<file path="src/rtl/array_ctrl_pkg.sv">
// array_ctrl_pkg: shared widths and grant encoding for the array request controller.
package array_ctrl_pkg;
    localparam int ARR_ADDR_W = 9;
    localparam int ARR_DATA_W = 16;
    typedef enum logic {GRANT_WRITE, GRANT_READ} grant_e;
endpackage

</file>
<file path="src/rtl/array_rsp_fifo.sv">
// array_rsp_fifo: synchronous response FIFO with occupancy count, head always presented on rdata_o.
module array_rsp_fifo
    import array_ctrl_pkg::*;
#(
    parameter int DEPTH = 2,
    parameter int DATA_W = ARR_DATA_W,
    localparam int CW = $clog2(DEPTH + 1),
    localparam int PW = (DEPTH > 1) ? $clog2(DEPTH) : 1
) (
    input  logic              clock,
    input  logic              reset_n,
    input  logic              push_i,
    input  logic              pop_i,
    input  logic [DATA_W-1:0] wdata_i,
    output logic [DATA_W-1:0] rdata_o,
    output logic [CW-1:0]     count_o
);
    logic [DATA_W-1:0] mem_q [DEPTH];
    logic [PW-1:0]     wptr_q, rptr_q;
    logic [CW-1:0]     count_q;

    function automatic logic [PW-1:0] inc(input logic [PW-1:0] p);
        return (p == PW'(DEPTH - 1)) ? '0 : p + 1'b1;
    endfunction

    always_ff @(posedge clock) begin
        if (!reset_n) begin
            wptr_q  <= '0;
            rptr_q  <= '0;
            count_q <= '0;
        end else begin
            if (push_i) begin
                mem_q[wptr_q] <= wdata_i;
                wptr_q        <= inc(wptr_q);
            end
            if (pop_i) rptr_q <= inc(rptr_q);
            count_q <= count_q + CW'(push_i) - CW'(pop_i);
        end
    end

    assign rdata_o = mem_q[rptr_q];
    assign count_o = count_q;

    // The upstream credit rule must make these unreachable.
    overflow_chk: assert property (@(posedge clock) disable iff (!reset_n)
        push_i && !pop_i |-> count_q < CW'(DEPTH));
    underflow_chk: assert property (@(posedge clock) disable iff (!reset_n)
        pop_i |-> count_q != '0);
endmodule

</file>
<file path="src/rtl/array_req_ctrl.sv">
// array_req_ctrl: serialises write/read channels onto a single-port array, round-robin on contention,
// with credit-checked reads so every issued read has a guaranteed response slot.
module array_req_ctrl
    import array_ctrl_pkg::*;
#(
    parameter int ADDR_W = ARR_ADDR_W,
    parameter int DATA_W = ARR_DATA_W,
    parameter int RSP_DEPTH = 2
) (
    input  logic              clock,
    input  logic              reset_n,
    input  logic              wr_valid,
    output logic              wr_ready,
    input  logic [ADDR_W-1:0] wr_addr,
    input  logic [DATA_W-1:0] wr_data,
    input  logic              rd_valid,
    output logic              rd_ready,
    input  logic [ADDR_W-1:0] rd_addr,
    output logic              rsp_valid,
    input  logic              rsp_ready,
    output logic [DATA_W-1:0] rsp_data,
    output logic              arr_en,
    output logic              arr_wmode,
    output logic [ADDR_W-1:0] arr_addr,
    output logic [DATA_W-1:0] arr_wdata,
    input  logic [DATA_W-1:0] arr_rdata
);
    localparam int CW = $clog2(RSP_DEPTH + 1);

    grant_e            last_q, last_d;
    logic              inflight_q, inflight_d;
    logic [CW-1:0]     fifo_count;
    logic [DATA_W-1:0] fifo_head;
    logic [CW:0]       occ;
    logic              fifo_empty, fifo_push, fifo_pop, pop_any;
    logic              wr_elig, rd_elig, gnt_w, gnt_r;

    array_rsp_fifo #(.DEPTH(RSP_DEPTH), .DATA_W(DATA_W)) u_fifo (
        .clock   (clock),
        .reset_n (reset_n),
        .push_i  (fifo_push),
        .pop_i   (fifo_pop),
        .wdata_i (arr_rdata),
        .rdata_o (fifo_head),
        .count_o (fifo_count)
    );

    always_comb begin
        fifo_empty = fifo_count == '0;
        // An empty FIFO lets the in-flight read's data fall through, giving one-cycle latency.
        rsp_valid  = reset_n && (!fifo_empty || inflight_q);
        rsp_data   = !rsp_valid ? '0 : fifo_empty ? arr_rdata : fifo_head;
        pop_any    = rsp_valid && rsp_ready;
        fifo_pop   = pop_any && !fifo_empty;
        fifo_push  = inflight_q && !(fifo_empty && rsp_ready);
        occ        = (CW+1)'(fifo_count) + (CW+1)'(inflight_q) - (CW+1)'(pop_any);
        wr_elig    = reset_n && wr_valid;
        rd_elig    = reset_n && rd_valid && occ < (CW+1)'(RSP_DEPTH);
        gnt_w      = wr_elig && (!rd_elig || last_q == GRANT_READ);
        gnt_r      = rd_elig && !gnt_w;
        last_d     = (wr_elig && rd_elig) ? (gnt_w ? GRANT_WRITE : GRANT_READ) : last_q;
        inflight_d = gnt_r;
        wr_ready   = gnt_w;
        rd_ready   = gnt_r;
        arr_en     = gnt_w || gnt_r;
        arr_wmode  = gnt_w;
        arr_addr   = gnt_w ? wr_addr : gnt_r ? rd_addr : '0;
        arr_wdata  = gnt_w ? wr_data : '0;
    end

    always_ff @(posedge clock) begin
        if (!reset_n) begin
            inflight_q <= 1'b0;
            last_q     <= GRANT_READ;
        end else begin
            inflight_q <= inflight_d;
            last_q     <= last_d;
        end
    end
endmodule
</file>
<file path="config.mk">
export PLATFORM = sky130hd
export DESIGN_NAME = array_req_ctrl
export DESIGN_NICKNAME = d
export VERILOG_FILES = /design/src/rtl/array_ctrl_pkg.sv /design/src/rtl/array_rsp_fifo.sv /design/src/rtl/array_req_ctrl.sv
export SDC_FILE = /design/constraint.sdc
export NUM_CORES = 1
export LEC_CHECK = 0
export CORE_ASPECT_RATIO = 1.1
export CORE_MARGIN = 2
export CORE_UTILIZATION = 25
export DETAILED_ROUTE_END_ITERATION = 7
export PLACE_DENSITY_LB_ADDON = 0.15
export SETUP_SLACK_MARGIN = 0.15
export SYNTH_ARGS = -nofsm -noshare
export SYNTH_HDL_FRONTEND = slang
export SYNTH_SLANG_ARGS = --single-unit
</file>
<file path="constraint.sdc">
create_clock -name clock -period 3.3 [get_ports clock]
set_clock_uncertainty 0.2 [all_clocks]
set_input_delay 0.33 -clock clock [delete_from_list [all_inputs] [get_ports clock]]
set_output_delay 0.33 -clock clock [all_outputs]
set_load 0.01 [all_outputs]
</file>
# Word-level counts from Yosys, hierarchy flattened
# Memories as Yosys holds them, arrays and structs flattened. A register that Yosys moved wholly into a read port is not among the register bits.
# Index checks and enable logic that the tools add are counted.
# Widths: inputs -> output; s select.
[totals]
out_inout_bits = 46
mem_count = 1
ramBits = 32
reg_bits = 6
[classes]
add_sub_neg = 6
reduce_logical = 19
n_lt_le_gt_ge = 1
n_mux = 13
[memory_table]
columns = ["memory", "words", "word_bits", "rd", "rd_ports_with_merged_regs", "write_ports", "line_no", "rtl"]
rows = [
  ["u_fifo.mem_q", 2, 16, 1, 1, 1, "array_rsp_fifo.sv:18", "logic [DATA_W-1:0] mem_q [DEPTH];"],
]
[op_table]
columns = ["operator", "n"]
rows = [
  ["$mux 16", 3],
  ["$mux 9", 2],
  ["$logic_and 1x1->1", 11],
  ["$mux 1", 8],
  ["$logic_not 1->1", 4],
  ["$add 2x1->3", 1],
  ["$logic_or 1x1->1", 3],
  ["$lt 3x2->1 const B", 1],
  ["$sub 3x1->3", 1],
  ["$add 1x1->1 const B", 2],
  ["$add 2x1->2", 1],
  ["$logic_not 2->1", 1],
  ["$sub 2x1->2", 1],
]

# Logic depth before layout (Yosys ltp)
[logic_depth]
depth_word = 15
ltp_mapped = 12

# Modules after synthesis
# A second synthesis with hierarchy kept.
[hier_totals]
cells_unflattened = 199
area_unflattened_um2 = 2187.1
[by_module_without_submodules]
columns = ["mod", "seq_area_each_um2", "cells_per_inst", "area_each_um2", "n_inst"]
rows = [
  ["array_rsp_fifo", 1061.0, 70, 1427.6, 1],
  ["array_req_ctrl", 40.0, 129, 759.5, 1],
]

# Least setup slack after synthesis
# OpenSTA, ideal clock, no wires.
[synth_timing]
path_type = "register to output"
startpoint = "reg u_fifo.count_q[1] (netlist: u_fifo.count_o[1])"
endpoint = "out arr_addr[0]"
slack_ps = -119
t_required_ps = 2770
n_path_buf = 3
arrival_ps = 2889
path_stages_with_launch = 13
cell_sequence = "dfxtp_1 -> or2_1 -> buf_4 -> o21ai_4 -> buf_4 -> nor2_1 -> ha_1 -> nand2b_1 -> fa_1 -> xor2_2 -> a211o_2 -> buf_6 -> o22ai_1"
[synth_via]
elab_chain_len = 15
elab_cells_between_ends = 16
[synth_lines]
columns = ["element", "line_no", "rtl"]
rows = [
  ["from (decl)", "array_rsp_fifo.sv:20", "logic [CW-1:0] count_q;"],
  ["from (signal assigned)", "array_rsp_fifo.sv:37", "count_q <= count_q + CW'(push_i) - CW'(pop_i);"],
  ["$logic_not 2->1", "array_req_ctrl.sv:49", "fifo_empty = fifo_count == '0;"],
  ["$logic_not 1->1", "array_req_ctrl.sv:51", "rsp_valid = reset_n && (!fifo_empty || inflight_q);"],
  ["$logic_or 1x1->1", "array_req_ctrl.sv:51", ""],
  ["$logic_and 1x1->1", "array_req_ctrl.sv:51", ""],
  ["$logic_and 1x1->1", "array_req_ctrl.sv:53", "pop_any = rsp_valid && rsp_ready;"],
  ["$sub 3x1->3 *", "array_req_ctrl.sv:56", "occ = (CW+1)'(fifo_count) + (CW+1)'(inflight_q) - (CW+1)'(pop_any);"],
  ["$lt 3x2->1 *", "array_req_ctrl.sv:58", "rd_elig = reset_n && rd_valid && occ < (CW+1)'(RSP_DEPTH);"],
  ["$logic_and 1x1->1 *", "array_req_ctrl.sv:58", ""],
  ["$logic_not 1->1", "array_req_ctrl.sv:59", "gnt_w = wr_elig && (!rd_elig || last_q == GRANT_READ);"],
  ["$logic_or 1x1->1", "array_req_ctrl.sv:59", ""],
  ["$logic_and 1x1->1", "array_req_ctrl.sv:59", ""],
  ["$logic_not 1->1", "array_req_ctrl.sv:60", "gnt_r = rd_elig && !gnt_w;"],
  ["$logic_and 1x1->1", "array_req_ctrl.sv:60", ""],
  ["$mux 9", "array_req_ctrl.sv:67", "arr_addr = gnt_w ? wr_addr : gnt_r ? rd_addr : '0;"],
  ["$mux 9 *", "array_req_ctrl.sv:67", ""],
  ["to (decl)", "array_req_ctrl.sv:24", "output logic [ADDR_W-1:0] arr_addr,"],
]
# Every way passes the cells marked *; elsewhere a longest branch is shown, timed or not.

# Worst setup path in the final report
[layout_timing]
startpoint = "reg u_fifo.count_q[1] (netlist: u_fifo.count_o[1])"
endpoint = "out arr_wdata[2]"
[layout_via]
elab_chain_len = 12
elab_cells_between_ends = 13
[layout_lines]
columns = ["element", "line_no", "rtl"]
rows = [
  ["$logic_not 2->1", "array_req_ctrl.sv:49", ""],
  ["$logic_not 1->1", "array_req_ctrl.sv:51", ""],
  ["$logic_or 1x1->1", "array_req_ctrl.sv:51", ""],
  ["$logic_and 1x1->1", "array_req_ctrl.sv:51", ""],
  ["$logic_and 1x1->1", "array_req_ctrl.sv:53", ""],
  ["$sub 3x1->3 *", "array_req_ctrl.sv:56", ""],
  ["$lt 3x2->1 *", "array_req_ctrl.sv:58", ""],
  ["$logic_and 1x1->1 *", "array_req_ctrl.sv:58", ""],
  ["$logic_not 1->1 *", "array_req_ctrl.sv:59", ""],
  ["$logic_or 1x1->1 *", "array_req_ctrl.sv:59", ""],
  ["$logic_and 1x1->1 *", "array_req_ctrl.sv:59", ""],
  ["$mux 16 *", "array_req_ctrl.sv:68", "arr_wdata = gnt_w ? wr_data : '0;"],
  ["to (decl)", "array_req_ctrl.sv:25", "output logic [DATA_W-1:0] arr_wdata,"],
]
# Marked as above.

==> run summary <==
CP max stage cell - fa_2
Slew Limit Headroom - 64.0%
Clk_lat worst skew - 280 ps
Max Root-Sink Buffers - 2
CP dominant cell by count - buf_6
Dominant cells by area after synthesis - edfxtp_1 46%, mux2i_1 8.1%, dfxtp_1 6.6%, a211oi_1 5.7%, nor2_1 4.3%
Failing checks - setup timing
Min Tclk post-route - 3500 ps
Die X - 91.6 µm
Root buffer cell - clkbuf_8
WP data required - 2770 ps
Number of buffer cells added on primary ports - 100
Count of unique library cells instantiated by Yosys - 33
Sequential cell area - 1100 µm²
Worst slack, placed - -459 ps
Worst R2R Setup Slack - 570 ps
Syn nets - 245
Synth Flop Type - edfxtp_1
Global-route wire length before repair - 9100 µm
Tcrit/Tclk final - 106%
Hold Crit Class - reg2reg
Layout area overhead - 75.0%
Io pins - 101
# H-tree levels - 2
Cell row count - 35
Largest net degree at the start of global routing - 34
Ant diodes - 0
Synth async-reset ratio - 0%
Final hold slack - 294 ps
Fin. Hold Viols - 0
Worst VDD drop - 0.144 mV
Syn. warnings - 0
GRT overflow - 0
Via density per instance - 4.41
Crit-path max FO - 8
Unrepaired setup endpoints after global routing - yes
Power per cell area - 375 nW/µm²
Cell leakage power - 0.00138 µW
Cell count along the critical path - 12
Vias - 1849
Final nets - 366
EDFF count, synth - 32
Num CTS Buffers - 5
Share of cells above drive strength 1 - 33.8%
Mapped Avg Cell Area - 11.3 µm²
Total power draw - 1380 µW
Worst-path clk slew - 70 ps
Initial antenna violation count - 0
Overall Global Routing Usage - 12.6%
Crit end category - output port
Clock share of power - 22.1%
Crit Reg-Reg Startpoint - u_fifo.count_o[1]
Fmax - 286 MHz
Number of global-route vias before repair - 1891
WL per Instance - 13.6 µm
Core region area - 8280 µm²
Gpl congestion - 0.730
Worst setup startpoint - u_fifo.count_o[1]
RR Endpoint - last_q
Multi-input logic area - 1040 µm²
Outcome - finished with violations
DRC violations left - 0
Sequential Power Share - 40.8%
CP endpoint - arr_wdata[2]
# setup viols final - 27
Sw power - 395 µW
Syn Std Cell Area - 2110 µm²
Top-area cell type share of the netlist area - 45.6%
Seq/Total Area, Yosys - 52.2%
Crit-path cells - or2_4 -> o21ai_4 -> nor2_1 -> ha_1 -> nand2b_4 -> fa_2 -> nand2_4 -> o311a_4 -> buf_6 -> buf_6 -> and2_4 -> buf_6
Cells on worst reg2reg path - 11
CTS sink cnt - 39
Critical Path AT - 2970 ps
Mapped Cells - 186
Initial DRC count - 33
Max-cap violations - 0
Crit path buffers/inverters - 3
Starting Density - 25.5%
Critical path's top delay family - adder cells
Worst slew pin tran - 540 ps
Total Routed Length - 5720 µm
CTS tree - built
Die height - 100 µm
Final ANT Viol Nets - 0
# hold bufs at CTS - 0
Final slew viol count - 0
Startpoint types - register
Cell taking the most area after synthesis - edfxtp_1
Die area - 9180 µm²
Net Sw Frac - 28.6%
Final HPWL DP - 4020 µm
1st-pass router iterations - 4
Crit path kind - reg2out
Setup TNS - -3010 ps
Slowest stage delay, CP - 550 ps
FILL cells - 766
Pint - 987 µW
Worst Setup Slack, final - -195 ps
Gate power share - 37.1%
Seq cells post-synth - 39
worst min-delay path, cell delays in order (launching register included):
cell and delay [ps]:
dfxtp_1 340, nand2_1 60, mux2i_1 50
cells in the final DEF, fill, tap and decap left out, drive strengths merged, types with 2 or more instances in the layout:
cell type      count
nand2b             2
mux2i             17
o21ai              3
o21a               2
buf               56
o22ai              9
clkbuf             7
inv                5
nor3               2
xor2               3
nand2             11
nand3             11
clkdlybuf4s50     71
and2              18
a211oi            16
ha                 3
dfxtp              7
nor2              24
edfxtp            32
sequential cells by signal (all words and copies together) (netlist names), named ones only:
register	count
u_fifo.mem_q	32
inflight_q	1
u_fifo.rptr_q	1
u_fifo.count_o	2
last_q	1
u_fifo.wptr_q	1
cells by family (layout without fill, tap and decap cells):
kind of cell | count (synthesis) | after routing | share of synthesized area [%]
AO/OA/AOI/OAI | 32 | 32 | 11.8
multiplexers | 17 | 17 | 8.07
XOR/XNOR | 3 | 3 | 1.60
AND/OR/NAND/NOR | 72 | 72 | 18.3
flip-flops | 39 | 39 | 52.2
buffers and inverters | 19 | 141 | 5.22
adder cells (fa/ha/maj) | 4 | 4 | 2.73
worst min path at each step:
stage | endpoint | depth (start not counted) | start
floorplan | u_fifo.mem_q[0][0] | 0 | arr_rdata[0]
global placement | u_fifo.wptr_q | 2 | u_fifo.wptr_q
detailed placement | u_fifo.wptr_q | 2 | u_fifo.wptr_q
CTS | u_fifo.wptr_q | 2 | u_fifo.wptr_q
global route | u_fifo.wptr_q | 2 | u_fifo.wptr_q
finish | u_fifo.wptr_q | 2 | u_fifo.wptr_q
timing repair:
| action | CTS | global route |
|---|---|---|
| setup endpoints to repair | 29 | 29 |
| gates resized for setup | 151 | 7 |
| buffers inserted | 8 | 2 |
| gates cloned | 1 | 1 |
| hold endpoints to repair | 0 | 0 |
| pin swaps | 27 | 8 |
per-stage QoR:
step           util [%]  area, µm²  cells
2_1_floorplan         -       2220    186
3_5_place_dp       41.2       3410    399
3_3_place_gp       41.2       3410    399
6_report           44.6       3690    419
4_1_cts            43.8       3620    416
5_1_grt            44.6       3690    419
power groups by stage:
stage          clock network, µW  logic, µW  registers, µW
2_1_floorplan                  0        243            569
3_3_place_gp                   0        449            574
3_5_place_dp                   0        451            575
4_1_cts                      320        503            564
5_1_grt                      338        553            565
6_report                     305        513            563
area by class of cell:
| type | count | area share, % |
|---|---|---|
| clock inverter | 2 | 0.339 |
| tap | 111 | 3.77 |
| clock buffer | 6 | 1.97 |
| inverter | 5 | 0.509 |
| multi-input combinational | 128 | 28.1 |
| timing repair buffer | 128 | 35.4 |
| sequential | 39 | 29.9 |
cell usage after synthesis, types with 2 or more instances:
library cell  count
a211oi_1         16
and2_2            8
and2_4            9
buf_2             4
buf_4             4
clkbuf_1          4
dfxtp_1           7
edfxtp_1         32
ha_1              3
inv_1             5
mux2i_1          17
nand2_1          11
nand2b_1          2
nand3_1          11
nor2_1           24
o21a_1            2
o21ai_0           2
o22ai_1           9
xor2_1            2
layer usage:
metal  global-route usage [%]  up-vias  wire [µm]
met5                        0        -          0
met4                     3.85        0         68
met3                     5.03        4        533
met2                     21.8       85       2740
met1                     14.3      848       2380
li1                         -      912          -
(Power assumes the default switching activity.)
